$ cat config.mk
export PLATFORM = sky130hd
export DESIGN_NAME = uart_block_rx
export DESIGN_NICKNAME = d
export VERILOG_FILES = /design/src/rtl/uart_block_rx.sv
export SDC_FILE = /design/constraint.sdc
export NUM_CORES = 1
export LEC_CHECK = 0
export ABC_AREA = 1
export CAP_MARGIN = 10
export CELL_PAD_IN_SITES_DETAIL_PLACEMENT = 0
export CELL_PAD_IN_SITES_GLOBAL_PLACEMENT = 1
export CORE_ASPECT_RATIO = 1.5
export CORE_MARGIN = 1
export CORE_UTILIZATION = 24
export CTS_BUF_LIST = sky130_fd_sc_hd__clkbuf_16
export CTS_CLUSTER_SIZE = 24
export DETAILED_ROUTE_END_ITERATION = 8
export PLACE_DENSITY_LB_ADDON = 0.1
export SETUP_SLACK_MARGIN = 0.05
export SYNTH_ARGS = -nofsm -noshare
export SYNTH_HDL_FRONTEND = slang
export SYNTH_SLANG_ARGS = --single-unit
$ cat constraint.sdc
create_clock -name Clk -period 1.5 [get_ports Clk]
set_input_delay 0.3 -clock Clk [delete_from_list [all_inputs] [get_ports Clk]]
set_output_delay 0.3 -clock Clk [all_outputs]
set_load 0.1 [all_outputs]
$ cat src/rtl/uart_block_rx.sv
// UART receiver that deserialises frames on Rx and packs NBYTES bytes into one block on Data.
// Optional feature macro: UART_RX_PARITY_EN selects 8E1 frames with even parity checking (default 8N1).
module uart_block_rx #(
  parameter int CLKS_PER_BIT = 434,
  parameter int NBYTES       = 16,
  localparam int CW          = (NBYTES > 1) ? $clog2(NBYTES) : 1
) (
  input  logic                Clk,
  input  logic                Rst,
  input  logic                Rx,
  input  logic                En,
  output logic [8*NBYTES-1:0] Data,
  output logic                Ry,
  output logic                Err,
  output logic [2:0]          fsm_state,
  output logic [CW-1:0]       byte_cnt
);
  localparam int TW = $clog2(CLKS_PER_BIT);

  typedef enum logic [2:0] {
    IDLE  = 3'd0,
    START = 3'd1,
    DATA  = 3'd2,
`ifdef UART_RX_PARITY_EN
    PARITY = 3'd4,
`endif
    STOP  = 3'd3
  } state_t;

  state_t              state, state_next;
  logic                rx_meta, rxs;
  logic [TW-1:0]       timer;
  logic [2:0]          bit_idx;
  logic [7:0]          rx_byte;
  logic                half_tick, full_tick;
  logic                timer_clr, bit_sample, stop_sample;
  logic                par_bad, byte_ok;
  logic [CW-1:0]       cnt;
  logic [8*NBYTES-1:0] shreg, shifted;

  always_ff @(posedge Clk) begin
    if (Rst) {rx_meta, rxs} <= 2'b11;
    else     {rx_meta, rxs} <= {Rx, rx_meta};
  end

  assign half_tick = (timer == TW'(CLKS_PER_BIT / 2 - 1));
  assign full_tick = (timer == TW'(CLKS_PER_BIT - 1));

  always_ff @(posedge Clk) begin
    if (Rst) state <= IDLE;
    else     state <= state_next;
  end

  always_comb begin
    state_next = state;
    case (state)
      IDLE:   if (!rxs) state_next = START;
      START:  if (half_tick) state_next = rxs ? IDLE : DATA;
`ifdef UART_RX_PARITY_EN
      DATA:   if (full_tick && bit_idx == 3'd7) state_next = PARITY;
      PARITY: if (full_tick) state_next = STOP;
`else
      DATA:   if (full_tick && bit_idx == 3'd7) state_next = STOP;
`endif
      STOP:   if (full_tick) state_next = IDLE;
      default: state_next = IDLE;
    endcase
  end

`ifdef UART_RX_PARITY_EN
  logic par_sample;
`endif

  always_comb begin
    timer_clr   = 1'b0;
    bit_sample  = 1'b0;
    stop_sample = 1'b0;
`ifdef UART_RX_PARITY_EN
    par_sample  = 1'b0;
`endif
    case (state)
      IDLE:  timer_clr = 1'b1;
      START: timer_clr = half_tick;
      DATA: begin
        bit_sample = full_tick;
        timer_clr  = full_tick;
      end
`ifdef UART_RX_PARITY_EN
      PARITY: begin
        par_sample = full_tick;
        timer_clr  = full_tick;
      end
`endif
      STOP: begin
        stop_sample = full_tick;
        timer_clr   = full_tick;
      end
      default: timer_clr = 1'b1;
    endcase
  end

  always_ff @(posedge Clk) begin
    if (Rst) begin
      timer   <= '0;
      bit_idx <= '0;
      rx_byte <= '0;
    end else begin
      timer <= timer_clr ? '0 : timer + TW'(1);
      if (state == START)  bit_idx <= '0;
      else if (bit_sample) bit_idx <= bit_idx + 3'd1;
      if (bit_sample) rx_byte <= {rxs, rx_byte[7:1]};
    end
  end

`ifdef UART_RX_PARITY_EN
  // Even parity: the parity bit must equal the XOR of the data bits.
  always_ff @(posedge Clk) begin
    if (Rst)             par_bad <= 1'b0;
    else if (par_sample) par_bad <= (rxs != ^rx_byte);
  end
`else
  assign par_bad = 1'b0;
`endif

  assign byte_ok = stop_sample && rxs && !par_bad;

  always_ff @(posedge Clk) begin
    if (Rst) Err <= 1'b0;
    else     Err <= stop_sample && !byte_ok;
  end

  assign shifted = (shreg << 8) | (8*NBYTES)'(rx_byte);

  // Ry/En handshake: Ry holds a finished block until En drops; while Ry is high no byte is taken,
  // and En low abandons any partial block.
  always_ff @(posedge Clk) begin
    if (Rst) begin
      shreg <= '0;
      Data  <= '0;
      Ry    <= 1'b0;
      cnt   <= '0;
    end else if (!En) begin
      cnt <= '0;
      Ry  <= 1'b0;
    end else if (byte_ok && !Ry) begin
      shreg <= shifted;
      if (cnt == CW'(NBYTES - 1)) begin
        Data <= shifted;
        Ry   <= 1'b1;
        cnt  <= '0;
      end else begin
        cnt <= cnt + CW'(1);
      end
    end
  end

  assign fsm_state = state;
  assign byte_cnt  = cnt;
endmodule

# --- Word level (Yosys, flattened, before mapping) ---
# Cells that the tools add are included.
classes:
  n_addsub: 3
  n_eq_ne: 11
  n_mux: 10
  bitwise: 2
  reduce_logical: 15
ops:
  columns: ["op", "n"]
  rows:
  - ["OR 128 x 8 -> 128 bit", 1]
  - ["two-way mux 3 bit", 4]
  - ["one-hot mux 3 bit (4 select lines)", 1]
  - ["adder 9 x 1 -> 9 bit, second input constant", 1]
  - ["equality test 9 x 8 -> 1 bit, second input constant", 1]
  - ["equality test 9 bit, second input constant", 1]
  - ["!= test 2 bit, second input constant", 4]
  - ["OR reduction 2 bit", 4]
  - ["equality test 3 x 2 -> 1 bit, second input constant", 2]
  - ["adder 4 x 1 -> 4 bit, second input constant", 1]
  - ["equality test 4 bit, second input constant", 1]
  - ["logical AND 1 bit", 4]
  - ["two-way mux 4 bit", 1]
  - ["AND reduction 2 bit", 2]
  - ["AND reduction 4 bit", 1]
  - ["adder 3 x 1 -> 3 bit, second input constant", 1]
  - ["equality test 3 x 1 -> 1 bit, second input constant", 1]
  - ["equality test 3 bit, second input constant", 1]
  - ["logical NOT 3 bit", 1]
  - ["AND reduction 3 bit", 1]
  - ["logical NOT 1 bit", 2]
  - ["two-way mux 1 bit", 2]
  - ["two-way mux 2 bit", 1]
  - ["one-hot mux 1 bit (2 select lines)", 1]
  - ["inverter 1 bit", 1]
word_totals:
  reg_bits: 279
  out_inout_bits: 137
  inputBits: 4
  wordCells: 52

# --- Longest topological paths before layout ---
depth:
  depth_word: 5
  mapped_depth: 12
  ltp_nobuf: 10

# --- Worst setup path before layout ---
# Ideal clock, no wire load.
synth_timing:
  path_kind: "reg-to-reg"
  startpoint: "register cnt[0] (netlist: byte_cnt[0])"
  endpoint: "register Data[126]"
  setup_time_ns: 0.117
  arrival_time_ns: 2.400
  setup_slack_ns: -1.017
  path_buffers: 2
  path_stages_with_launch: 9
  period_less_slack_ns: 2.517
  required_time_ns: 1.383
  path_cell_list: "dfxtp_1 ha_1 nand2_1 nor2_2 clkbuf_1 buf_1 nand4_1 nand2_1 nor2_1"
synth_via:
  elab_chain_cells: 2
synth_lines:
  columns: ["element", "line", "source"]
  rows:
  - ["from (decl)", "38", "logic [CW-1:0] cnt;"]
  - ["from (signal assigned)", "152", "cnt <= cnt + CW'(1);"]
  - ["equality test 4 bit", "147", "if (cnt == CW'(NBYTES - 1)) begin"]
  - ["AND reduction 3 bit (no source line)", null, null]
  - ["to (signal assigned)", "148", "Data <= shifted;"]
  - ["to (decl)", "12", "output logic [8*NBYTES-1:0] Data,"]
# No other way between the ends.
# A chain may end at the register's enable or synchronous reset.

# --- Worst setup path after layout ---
layout_timing:
  startpoint: "register timer[1]"
  endpoint: "register Data[50]"
layout_via:
  elab_chain_cells: 5
layout_lines:
  columns: ["element", "line", "source"]
  rows:
  - ["from (decl)", "32", "logic [TW-1:0] timer;"]
  - ["from (signal assigned)", "108", "timer <= timer_clr ? '0 : timer + TW'(1);"]
  - ["equality test 9 bit", "47", "assign full_tick = (timer == TW'(CLKS_PER_BIT - 1));"]
  - ["two-way mux 1 bit", "81", "case (state)"]
  - ["logical AND 1 bit", "125", "assign byte_ok = stop_sample && rxs && !par_bad;"]
  - ["logical AND 1 bit", "145", "end else if (byte_ok && !Ry) begin"]
  - ["AND reduction 3 bit (no source line)", null, null]
# No other way between the ends.

==> flow_summary.json <==
{
  "critPathBufInv": 4,
  "grt_first_pass_wirelength_um": 54300,
  "peakVddDrop_mv": 0.774,
  "post-route-period-util_pct": 120,
  "clkPwrFrac_pct": 47.2,
  "worst_slack_ps": -302,
  "syn_avg_cell_area_um2": 7.04,
  "ctsHtreeMaxLevel": 1,
  "clk_pin_slew_ps": 60,
  "grt_max_degree": 54,
  "p_seq_share_pct": 45.3,
  "drive_gt1_share_pct": 34.5,
  "p_sw_share_pct": 24.7,
  "rows": 96,
  "hold_violations": 0,
  "synthCells": 1573,
  "routabilityCongestion": 0.756,
  "arrival_ps": 2270,
  "violations": "negative setup slack",
  "yosysSeqAreaShare_pct": 50.2,
  "path_class": "flip-flop to flip-flop",
  "syn_area_mm2": 0.0111,
  "crit_chain": "inv_2 > ha_4 > nand2_4 > nor2_4 > nand2_4 > nor2_4 > nand4_4 > buf_12 > clkbuf_16 > clkbuf_16 > nor2_2 > nor2_1",
  "die_area_mm2": 0.0470,
  "synth_cell_type_count": 28,
  "antenna_found_initial": 0,
  "fillers": 4643,
  "p_sw_mw": 4.07,
  "outcome": "complete, but fails checks",
  "insertion_delay_ps": 580,
  "clk_path_buf_depth": 3,
  "antennaDiodeCount": 0,
  "ios": 141,
  "area_delta_synth_final_pct": 69.2,
  "port_buffers": 139,
  "cap_violations": 0,
  "initialDrtViolationCount": 310,
  "clock-root-buffer": "clkbuf_16",
  "dr.pass1.iters": 6,
  "power_mw": 16.5,
  "drc": 0,
  "slew_violations": 0,
  "start_util_pct": 24.3,
  "fin_cells": 2419,
  "p_leak_nw": 7.77,
  "power_density_mw_per_mm2": 880,
  "syn_nets": 1583,
  "endpoint_kind": "flip-flop",
  "start_kind": "flip-flop",
  "ys_warn_count": 0,
  "post-place-cells": 2295,
  "critPathMaxFanout": 6,
  "coreArea_mm2": 0.0456,
  "cpPeakStageDelay_ps": 320,
  "die-height_um": 265,
  "wl_per_cell_um": 15.8,
  "rrSetupSlack_ps": -300,
  "ant_nets": 0,
  "rsz0062_at_grt": "true",
  "viasPerCell": 4.27,
  "crit_required_ps": 1960,
  "final_util_pct": 41.1,
  "hp-class": "input port to flip-flop",
  "synth_seq_cells": 278,
  "post-dp-hpwl_um": 22700,
  "clock-sinks": 278,
  "cpMaxStageDelayCell": "dfxtp_2",
  "skew_ps": 14.6,
  "cell_internal_pwr_mw": 12.4,
  "cts_made_buffers": 31,
  "place_ws_ps": -288,
  "cts_tree": "done",
  "power_frac_comb_pct": 7.5,
  "finalSetupViolCount": 288,
  "fmax_mhz": 555,
  "drt-total-wl_um": 38200,
  "grt_use_total_pct": 14.7,
  "vias": 10323,
  "post-route-min-period_ps": 1800,
  "critPathTopFamily": "simple AND/OR/NAND/NOR gates",
  "grt-ovfl-total": 0,
  "die_x_um": 177,
  "grt_pass1_vias": 9826,
  "fin_nets": 1819
}
## timing repair
action,4_1_cts,5_1_grt
endpoints found under the setup margin,407,411
pin swaps,37,99
buffers inserted,18,6
endpoints found under the hold margin,0,0
hold buffers,0,0
cloned,14,32
resized for setup,79,269
## layout by cell type, fill, tap and decap left out, types with 5 or more instances in the layout
cell type | Yosys | final
dfxtp_4 | 0 | 7
a21oi_1 | 103 | 69
clkbuf_16 | 0 | 57
buf_4 | 2 | 72
buf_6 | 6 | 9
nand2_1 | 373 | 268
nand2_4 | 0 | 29
o21ai_2 | 0 | 10
buf_16 | 0 | 10
o21ai_1 | 0 | 20
dfxtp_1 | 278 | 268
nor2_2 | 3 | 47
o21ai_0 | 45 | 13
nand3_2 | 1 | 43
a21oi_2 | 0 | 34
buf_8 | 0 | 13
inv_1 | 191 | 193
clkinv_2 | 0 | 5
nor2_1 | 312 | 257
nand4_1 | 39 | 39
nor2_4 | 3 | 14
nand3_1 | 98 | 52
buf_12 | 0 | 169
nand2_2 | 0 | 76
## path summary, 6_finish.rpt
kind / from / to / cells past startpoint
setup / recovery: timer[1] / Data[50] / 12
hold / removal: Rst / fsm_state[0] / 4
setup reg to reg: timer[1] / Data[50] / 12
hold reg to reg: rx_meta / rxs / 1
## area by class of cell
type                       count  area (um^2)  area share, %
sequential                   278         5600           29.9
inverter                     193          729           3.89
tap                          588          736           3.92
multi-input combinational   1005         5500           29.3
timing repair buffer         300         5160           27.5
clock inverter                23          224           1.19
clock buffer                  32          801           4.27
## metal layers
| layer | wire length (um) | part of all wire [%] | global-route usage [%] | vias to the layer above |
|---|---|---|---|---|
| met4 | 1130 | 3.0 | 5.06 | 0 |
| met1 | 15100 | 39 | 16.6 | 4786 |
| met3 | 1040 | 2.7 | 1.69 | 55 |
| met5 | 0 | 0 | 0 | - |
| met2 | 21000 | 55 | 28.0 | 144 |
| li1 | - | - | - | 5338 |
## metrics by stage
step | area [um^2] | setup TNS [ps] | hold slack, ps
6_report | 18700 | -56010 | 131
5_1_grt | 18700 | -83470 | 143
4_1_cts | 17100 | -59960 | 106
3_5_place_dp | 15200 | -55450 | 396
3_3_place_gp | 15200 | -54540 | 401
2_1_floorplan | 11400 | -19050 | 389
## power groups by stage
stage / combinational (mW) / sequential (mW) / clock [mW]
global route: 1.34 / 7.47 / 8.39
CTS: 1.18 / 7.46 / 8.11
finish: 1.24 / 7.47 / 7.79
floorplan: 0.418 / 7.83 / 0
global placement: 1.13 / 7.63 / 0
detailed placement: 1.14 / 7.63 / 0
## synth_stat cells, drive strengths merged
library cell / instances / share of area, %
clkinv: 1 / 0.034
buf: 41 / 2.2
o21ai: 45 / 2.0
nand3b: 1 / 0.068
nor3: 5 / 0.23
nand4: 40 / 2.4
ha: 6 / 0.68
nand3: 99 / 4.5
nand2: 373 / 13
conb: 1 / 0.034
a21oi: 103 / 4.7
xor2: 4 / 0.32
inv: 192 / 6.5
nor3b: 1 / 0.068
o211ai: 1 / 0.068
clkbuf: 60 / 2.0
or2: 3 / 0.17
nor2: 318 / 11
dfxtp: 278 / 50
o311ai: 1 / 0.079
## logic make-up after synthesis
group           Yosys count  synth area share [%]
other cells               1                0.0339
fa+ha+maj                 6                 0.678
compound gates          150                  6.83
xor+xnor                  4                 0.316
buf+inv                 294                  10.8
flops                   278                  50.2
simple gates            840                  31.1
## worst min-delay path: cells and delay by family
kind / cells / cell delay, ps
compound gates: 1 / 100
simple gates: 1 / 50
buf+inv: 2 / 220
## flip-flops by register name (all words and copies together), names as in the netlist
name,cells
bit_idx,3
shreg,120
timer,9
rx_meta,1
byte_cnt,4
rx_byte,8
Err,1
Data,128
fsm_state,2
Ry,1
rxs,1
Power figures use the tool's default switching activity.
